**config.mk**
```make
export PLATFORM = sky130hd
export DESIGN_NAME = tff_bank_counter
export DESIGN_NICKNAME = d
export VERILOG_FILES = /design/src/rtl/tff_bank_counter.sv
export SDC_FILE = /design/constraint.sdc
export NUM_CORES = 1
export LEC_CHECK = 0
export BUFFER_PORTS_ARGS = -buffer_cell sky130_fd_sc_hd__buf_2
export CAP_MARGIN = 20
export CELL_PAD_IN_SITES_DETAIL_PLACEMENT = 2
export CELL_PAD_IN_SITES_GLOBAL_PLACEMENT = 2
export CORE_MARGIN = 2
export CORE_UTILIZATION = 24
export DETAILED_ROUTE_END_ITERATION = 8
export PLACE_DENSITY = 0.78
export SLEW_MARGIN = 20
export SYNTH_ARGS = -nofsm -noshare
export SYNTH_HDL_FRONTEND = slang
export SYNTH_SLANG_ARGS = --single-unit
```
**constraint.sdc**
```tcl
create_clock -name clk -period 2.08 [get_ports clk]
set_input_delay 0.312 -clock clk [delete_from_list [all_inputs] [get_ports clk]]
set_output_delay 0.312 -clock clk [all_outputs]
set_load 0.05 [all_outputs]
```
**src/rtl/tff_bank_counter.sv**
```systemverilog
`default_nettype none
// ============================================================================
//  Module      : tff_bank_counter
//  Description : Bank of WIDTH T flip-flops sharing clock, enable and
//                synchronous set/clear/load. Operates either as independent
//                toggle cells (per-bit t) or as a synchronous up/down counter
//                built from T-chain toggle vectors.
//  Ports       : clk      - rising-edge clock
//                reset_n  - asynchronous reset, active-low (q <= RESET_VAL)
//                en       - global enable; 0 freezes q, ovf returns to 0
//                clr      - synchronous clear (highest priority)
//                set      - synchronous set to all ones
//                load     - synchronous parallel load of d
//                d        - load data
//                mode     - 00 HOLD, 01 TOGGLE, 10 UP, 11 DOWN
//                t        - per-bit toggle request (TOGGLE mode)
//                q        - flip-flop state
//                tc       - terminal count (combinational from q and mode)
//                ovf      - registered one-cycle wrap/saturation pulse
//  Revision    : 1.0 - initial release
// ============================================================================
module tff_bank_counter #(
    parameter int               WIDTH     = 4,
    parameter logic [WIDTH-1:0] RESET_VAL = '0,
    parameter bit               SATURATE  = 1'b0
) (
    input  logic             clk,
    input  logic             reset_n,
    input  logic             en,
    input  logic             clr,
    input  logic             set,
    input  logic             load,
    input  logic [WIDTH-1:0] d,
    input  logic [1:0]       mode,
    input  logic [WIDTH-1:0] t,
    output logic [WIDTH-1:0] q,
    output logic             tc,
    output logic             ovf
);

    localparam logic [1:0] c_MODE_HOLD   = 2'b00;
    localparam logic [1:0] c_MODE_TOGGLE = 2'b01;
    localparam logic [1:0] c_MODE_UP     = 2'b10;
    localparam logic [1:0] c_MODE_DOWN   = 2'b11;

    logic [WIDTH-1:0] r_q;
    logic             r_ovf;
    logic [WIDTH-1:0] w_tv_up;
    logic [WIDTH-1:0] w_tv_dn;
    logic             w_all_ones;
    logic             w_all_zero;
    logic [WIDTH-1:0] w_q_next;
    logic             w_ovf_next;

    assign w_all_ones = &r_q;
    assign w_all_zero = ~|r_q;

    // T-chain: a bit toggles when every lower bit is 1 (up) or 0 (down).
    // Each stage reuses the previous stage's AND, forming a ripple chain.
    assign w_tv_up[0] = 1'b1;
    assign w_tv_dn[0] = 1'b1;

    generate
        for (genvar i = 1; i < WIDTH; i++) begin : g_chain
            assign w_tv_up[i] = w_tv_up[i-1] &  r_q[i-1];
            assign w_tv_dn[i] = w_tv_dn[i-1] & ~r_q[i-1];
        end
    endgenerate

    always_comb begin
        w_q_next   = r_q;
        w_ovf_next = 1'b0;
        if (clr) begin
            w_q_next = '0;
        end else if (set) begin
            w_q_next = '1;
        end else if (load) begin
            w_q_next = d;
        end else begin
            case (mode)
                c_MODE_HOLD: begin
                    w_q_next = r_q;
                end
                c_MODE_TOGGLE: begin
                    w_q_next = r_q ^ t;
                end
                c_MODE_UP: begin
                    // At all-ones the full chain is set, so q ^ tv wraps to 0.
                    w_ovf_next = w_all_ones;
                    if (!(SATURATE && w_all_ones)) begin
                        w_q_next = r_q ^ w_tv_up;
                    end
                end
                c_MODE_DOWN: begin
                    // At zero the full chain is set, so q ^ tv wraps to all ones.
                    w_ovf_next = w_all_zero;
                    if (!(SATURATE && w_all_zero)) begin
                        w_q_next = r_q ^ w_tv_dn;
                    end
                end
                default: begin
                    w_q_next = r_q;
                end
            endcase
        end
    end

    always_ff @(posedge clk or negedge reset_n) begin
        if (!reset_n) begin
            r_q   <= RESET_VAL;
            r_ovf <= 1'b0;
        end else if (en) begin
            r_q   <= w_q_next;
            r_ovf <= w_ovf_next;
        end else begin
            // ovf is a pulse: it never stays high while the bank is frozen.
            r_ovf <= 1'b0;
        end
    end

    assign q   = r_q;
    assign ovf = r_ovf;
    assign tc  = ((mode == c_MODE_UP)   && w_all_ones) ||
                 ((mode == c_MODE_DOWN) && w_all_zero);

endmodule
`default_nettype wire

```
==> flow_summary_export.csv, run 1 <==
group,metric,value,unit
outcome,outcome,"finished, final reports clean",
sta,worst_hold_slack,0.4090,ns
logic_synthesis,synthArstFlopShare,100.0,%
layout,seqCellArea,125.1,sq um
routing,firstDrtPassIters,4,
die,initial_core_util,25.42,%
logic_synthesis,yosysWarnings,0,
routing,drtIter0Drc,3,
global_route,grt_max_degree,11,
cts,cts.path.max_buffers,2,
cts,clock_latency,0.24,ns
worst_setup_path,worstReg2RegEnd,"q[2]$_DFFE_PN0P_",
sta,slew_viol_final,0,
cts,clk_pin_slew,0.04,ns
logic_synthesis,synth_edf_count,0,
logic_synthesis,syn_nets,59,
cts,cts_root_buffer,"clkbuf_4",
power,vdd_drop_max,243.1,uV
die,die_y,46.53,um
power,total_power,0.4056,mW
sta,rsz0062_at_grt,"false",
worst_setup_path,worst_r2r_path_depth,5,
sta,finalHoldViolCount,0,
routing,post_drt_wl_per_cell,14.79,um
layout,final_area,619.3,sq um
worst_hold_path,hp-class,"input pin to async pin",
sta,fmax,495.9,MHz
worst_setup_path,startpoint_type,"register",
worst_setup_path,reg2reg_slack,0.40,ns
worst_setup_path,crit_fanout,2,
logic_synthesis,synth.distinct_cells,24,
global_route,grt-ovfl-total,0,
routing,drcViolationCount,0,
placed_design,port_buffers,21,
worst_setup_path,arrival,1.70,ns
power,powerDensity,654.9,nW/um^2
sta,finalClockSkew,0.001559,ns
power,p_leak,0.2896,nW
cts,cts_sinks,5,
sta,finalSetupViolCount,0,
die,rows,15,
logic_synthesis,yosysMostFrequentCell,"nor2_1",
global_route,first_global_vias,476,
cts,h-tree-depth,1,
layout,multi_input_area,292.8,sq um
logic_synthesis,synth_seq_area_share,28.82,%
logic_synthesis,synthTopCellsByArea,"dfrtp_1 29%, nor2_1 7.8%, o41ai_4 6.3%",
sta,min_period_over_period,96.94,%
layout,area_growth,42.65,%
worst_setup_path,crit_required,1.77,ns
sta,final.setup.tns,0,ns
global_route,antenna_found_initial,0,
logic_synthesis,synth_common_cells,"9 x nor2_1, 5 x dfrtp_1, 3 x a21oi_1",
routing,avgViaCountPerCell,4.747,
sta,period_minus_slack,2.016,ns
worst_setup_path,end_kind,"primary output",
layout,drive_above_1_share,51.43,%
logic_synthesis,synth_flop_cell,"dfrtp_1",
cts,tritoncts,"yes",
logic_synthesis,synth-seq-cells,5,
sta,worst_pin_slew,0.4355,ns
logic_synthesis,synth_top_area_cell,"dfrtp_1",
cts,numCtsBuffers,3,
worst_setup_path,critical_path_class,"register to primary output",
placed_design,hpwl,1074,um
routing,drt-total-wl,1405,um
layout,diodes,0,
logic_synthesis,netlist_area,434.2,sq um
job,drv_cap,0,
layout,finish.net_count,87,
die,dieWidth,46.53,um
routing,postRouteAntennaNets,0,
routing,vias,451,
logic_synthesis,yosysTopAreaCellShare,28.82,%
logic_synthesis,syn_area_per_cell,10.10,sq um
global_route,grt_pass1_wl,2235,um
logic_synthesis,syn_inst,43,
die,io_pins,22,
die,die-area,2165,sq um
sta,slew_headroom,70.87,%
worst_setup_path,r2r-start,"q[0]$_DFFE_PN0P_",
layout,fillers,198,
placed_design,gp_congestion,0.7237,
global_route,track_usage,15.75,%
die,core,1708,sq um
placed_design,post_dp_cell_area,565.5,sq um
## registers in the layout, indices dropped and copies added (netlist names)
name and cells:
q 4, ovf 1
## layout make-up
| cell class | count | area share, % |
|---|---|---|
| flip-flops and latches | 5 | 20.20 |
| multi-input cells | 36 | 47.27 |
| repair buffers | 25 | 23.23 |
| clock buffers | 4 | 4.242 |
| well taps | 25 | 5.051 |
## how the worst max path moves through the flow
| stage | from | endpoint | slack, ns | cells after the start |
|---|---|---|---|---|
| 2_1_floorplan | q[0]$_DFFE_PN0P_ | tc | 0.04 | 4 |
| 3_3_place_gp | mode[0] | tc | 0.25 | 5 |
| 3_5_place_dp | mode[0] | tc | 0.21 | 5 |
| 4_1_cts | q[0]$_DFFE_PN0P_ | tc | 0.03 | 4 |
| 5_1_grt | q[0]$_DFFE_PN0P_ | tc | 0.008 | 4 |
| 6_report | q[0]$_DFFE_PN0P_ | tc | 0.06 | 4 |
## power by group
group | switching [mW] | internal [mW] | total (mW)
Clock | 0.0414 | 0.0726 | 0.114
Combinational | 0.103 | 0.0688 | 0.172
Sequential | 0.0112 | 0.108 | 0.120
Total | 0.156 | 0.250 | 0.406
## layout by cell type (no fill, tap or decap)
| cell | n |
|---|---|
| buf_2 | 20 |
| nor2_1 | 9 |
| dfrtp_1 | 5 |
| a21oi_1 | 3 |
| clkbuf_4 | 3 |
| buf_4 | 3 |
| o21bai_1 | 2 |
| a22o_1 | 2 |
| xnor2_1 | 2 |
| or4b_4 | 1 |
| nand4b_1 | 1 |
| mux2i_2 | 1 |
| and2_4 | 1 |
| or2_2 | 1 |
| and4_1 | 1 |
| nand3b_1 | 1 |
| or3b_2 | 1 |
| a31oi_1 | 1 |
| a221o_1 | 1 |
| o41ai_4 | 1 |
| mux2i_1 | 1 |
| o31ai_1 | 1 |
| a31oi_4 | 1 |
| a221o_2 | 1 |
| xor2_1 | 1 |
| o21ai_0 | 1 |
| a22o_2 | 1 |
| clkbuf_1 | 1 |
| dlygate4sd3_1 | 1 |
| buf_6 | 1 |
## cells by family after synthesis
kind of cell	after synthesis	share of synthesized area, %
compound gates	15	33.72
xor+xnor	3	6.053
buf+inv	2	5.187
flops	5	28.82
mux	2	4.611
simple gates	16	21.62
## worst max-delay path: stages, from the launching register on
cell,delay [ns]
dfrtp_1,0.39
or4b_4,0.57
mux2i_2,0.18
and2_4,0.17
buf_6,0.15
## per-stage QoR
step | utilization, % | cells | setup slack, ns
after floorplan | - | 43 | 0.04477
after global placement | 33.11 | 89 | 0.2493
after detailed placement | 33.11 | 89 | 0.2129
after CTS | 35.38 | 94 | 0.03300
after global routing | 36.26 | 95 | 0.008117
final | 36.26 | 95 | 0.06357
## per-layer routing
layer  vias to the layer above  share of wire [%]  global-route usage, %
met4                         0                1.0                  5.143
met3                         2                8.7                  7.843
met2                        19                 47                  24.72
met5                         -                  0                      0
met1                       211                 43                  18.54
li1                        219                  -                      -
## what timing repair did
action,4_1_cts,5_1_grt
gates resized for setup,1,2
hold endpoints to repair,5,0
hold buffers,1,0
buffers inserted,0,1
setup endpoints to repair,1,1
Power figures use the tool's default switching activity.
==> inputs of run 2 (changes only) <==
--- a/config.mk
+++ b/config.mk
@@ -12,7 +12,7 @@
 export CORE_MARGIN = 2
 export CORE_UTILIZATION = 24
 export DETAILED_ROUTE_END_ITERATION = 8
-export PLACE_DENSITY = 0.78
+export PLACE_DENSITY = 0.81
 export SLEW_MARGIN = 20
 export SYNTH_ARGS = -nofsm -noshare
 export SYNTH_HDL_FRONTEND = slang
==> run 2 against run 1 <==
Sequential share of layout area is the same. Worst hold slack lost 0.020 ns. Routed wire length shrank 1.2%. Flip-flop and latch count is the same. Cell area is the same. Clock-buffer cell count is the same. Global-route usage grew 0.73 points. Die area is the same. Critical endpoint unchanged. Combinational power is essentially flat. Power grew 0.78%.
==> flow_summary_export.csv, run 2 (synthesized netlist as in run 1, its figures left out) <==
group,metric,value,unit
placed_design,gp_congestion,0.7188,
global_route,track_usage,16.48,%
worst_setup_path,critical_path_class,"register to primary output",
sta,worst_hold_slack,0.3887,ns
worst_setup_path,cp_top_family,"simple AND/OR/NAND/NOR gates",
layout,largest_register,"q",
routing,postRouteAntennaNets,0,
worst_hold_path,hold_end,"q[1]$_DFFE_PN0P_",
sta,finalClockSkew,0.006271,ns
worst_setup_path,crit_buf_inv,1,
sta,min_period_over_period,96.01,%
worst_setup_path,cpMaxStageDelayCell,"or4b_4",
cts,cts.path.max_buffers,2,
sta,rsz0062_at_grt,"false",
worst_setup_path,end_kind,"primary output",
cts,clock_latency,0.25,ns
outcome,outcome,"finished, final reports clean",
worst_hold_path,whs_path_depth,3,
routing,vias,467,
layout,area_growth,42.65,%
layout,layout_commonest_cell,"buf_2",
cts,numCtsBuffers,3,
worst_setup_path,crit_start,"q[0]$_DFFE_PN0P_",
job,drv_cap,0,
sta,final.setup.tns,0,ns
worst_hold_path,hp-class,"input pin to register",
power,p_leak,0.2893,nW
worst_setup_path,worst_r2r_path_depth,5,
routing,firstDrtPassIters,2,
sta,finalSetupViolCount,0,
layout,final_area,619.3,sq um
layout,largest_reg_flops,4,
global_route,grt_pass1_wl,2311,um
global_route,grt_max_degree,11,
placed_design,place_ws,0.2128,ns
worst_setup_path,r2r-start,"q[0]$_DFFE_PN0P_",
die,core,1708,sq um
layout,diodes,0,
worst_setup_path,crit_required,1.77,ns
cts,cts_sinks,5,
worst_setup_path,crit_fanout,2,
worst_setup_path,reg2reg_slack,0.42,ns
routing,avgViaCountPerCell,4.916,
sta,fmax,500.8,MHz
worst_setup_path,arrival,1.68,ns
layout,final_cell_mix,"20 x buf_2, 9 x nor2_1, 5 x dfrtp_1",
worst_hold_path,worstHoldStart,"en",
die,initial_core_util,25.42,%
layout,stdcell_count,95,
layout,final_util,36.26,%
placed_design,post_dp_cell_area,573.1,sq um
sta,setup_ws,0.08305,ns
sta,worst_pin_slew,0.4333,ns
power,total_power,0.4088,mW
layout,fillers,200,
power,vdd_drop_max,263.1,uV
global_route,grt-ovfl-total,0,
sta,slew_headroom,71.01,%
placed_design,placed_cells,90,
layout,finish.net_count,87,
worst_setup_path,worstReg2RegEnd,"q[2]$_DFFE_PN0P_",
die,die-area,2165,sq um
global_route,first_global_vias,481,
cts,cts_root_buffer,"clkbuf_4",
layout,drive_above_1_share,51.43,%
cts,h-tree-depth,1,
sta,finalHoldViolCount,0,
cts,clk_pin_slew,0.04,ns
cts,tritoncts,"yes",
die,io_pins,22,
routing,post_drt_wl_per_cell,14.61,um
cts,cts_setup_buffers,0,
worst_setup_path,startpoint_type,"register",
routing,drt-total-wl,1388,um
routing,drtIter0Drc,2,
worst_setup_path,critical-path-max-stage-delay,0.57,ns
sta,slew_viol_final,0,
die,dieWidth,46.53,um
global_route,antenna_found_initial,0,
sta,period_minus_slack,1.997,ns
power,powerDensity,660.0,nW/um^2
worst_setup_path,crit_path_cell_trace,"or4b_4 > mux2i_2 > and2_4 > buf_6",
placed_design,port_buffers,21,
die,die_y,46.53,um
routing,drcViolationCount,0,
die,rows,15,
==> run 2: cell counts in the layout (fill, tap and decap cells not counted) <==
No cell type changed its count.
==> run 2: routing by layer <==
metal / track usage [%] / up-vias / share of wire [%]
li1: - / 221 / -
met1: 19.53 / 216 / 41
met2: 23.06 / 21 / 46
met3: 7.843 / 9 / 7.9
met4: 11.43 / 0 / 4.8
met5: 0 / - / 0
==> run 2: worst max-delay path by stage <==
| stage | cells past startpoint | slack (ns) | to |
|---|---|---|---|
| 6_report | 4 | 0.08 | tc |
| 5_1_grt | 4 | 0.01 | tc |
| 3_3_place_gp | 5 | 0.25 | tc |
| 2_1_floorplan | 4 | 0.04 | tc |
| 3_5_place_dp | 5 | 0.21 | tc |
| 4_1_cts | 4 | 0.06 | tc |
==> run 2: where the power goes <==
group	total [mW]	switching, mW	internal [mW]	leakage (nW)
Clock	0.117	0.0440	0.0728	0.0150
Combinational	0.175	0.106	0.0698	0.210
Sequential	0.117	0.00840	0.108	0.0639
Total	0.409	0.158	0.251	0.289
==> run 2: worst reg2reg max path, cell delays in order, from the launching register on <==
cell	delay, ns
dfrtp_1	0.37
buf_4	0.17
or3b_2	0.46
a31oi_1	0.28
o21bai_1	0.10
a22o_1	0.18
==> run 2: cell type report <==
type,count,area [sq um],area share (%)
multi-input cells,36,292.8,47.27
well taps,25,31.28,5.051
repair buffers,25,143.9,23.23
clock buffers,4,26.28,4.242
flip-flops and latches,5,125.1,20.20
==> run 2: timing repair <==
item | CTS | global route
hold buffers | 1 | 0
pin swaps | 0 | 0
gates resized for setup | 1 | 2
endpoints found under the setup margin | 1 | 1
cloned | 0 | 0
hold endpoints to repair | 5 | 0
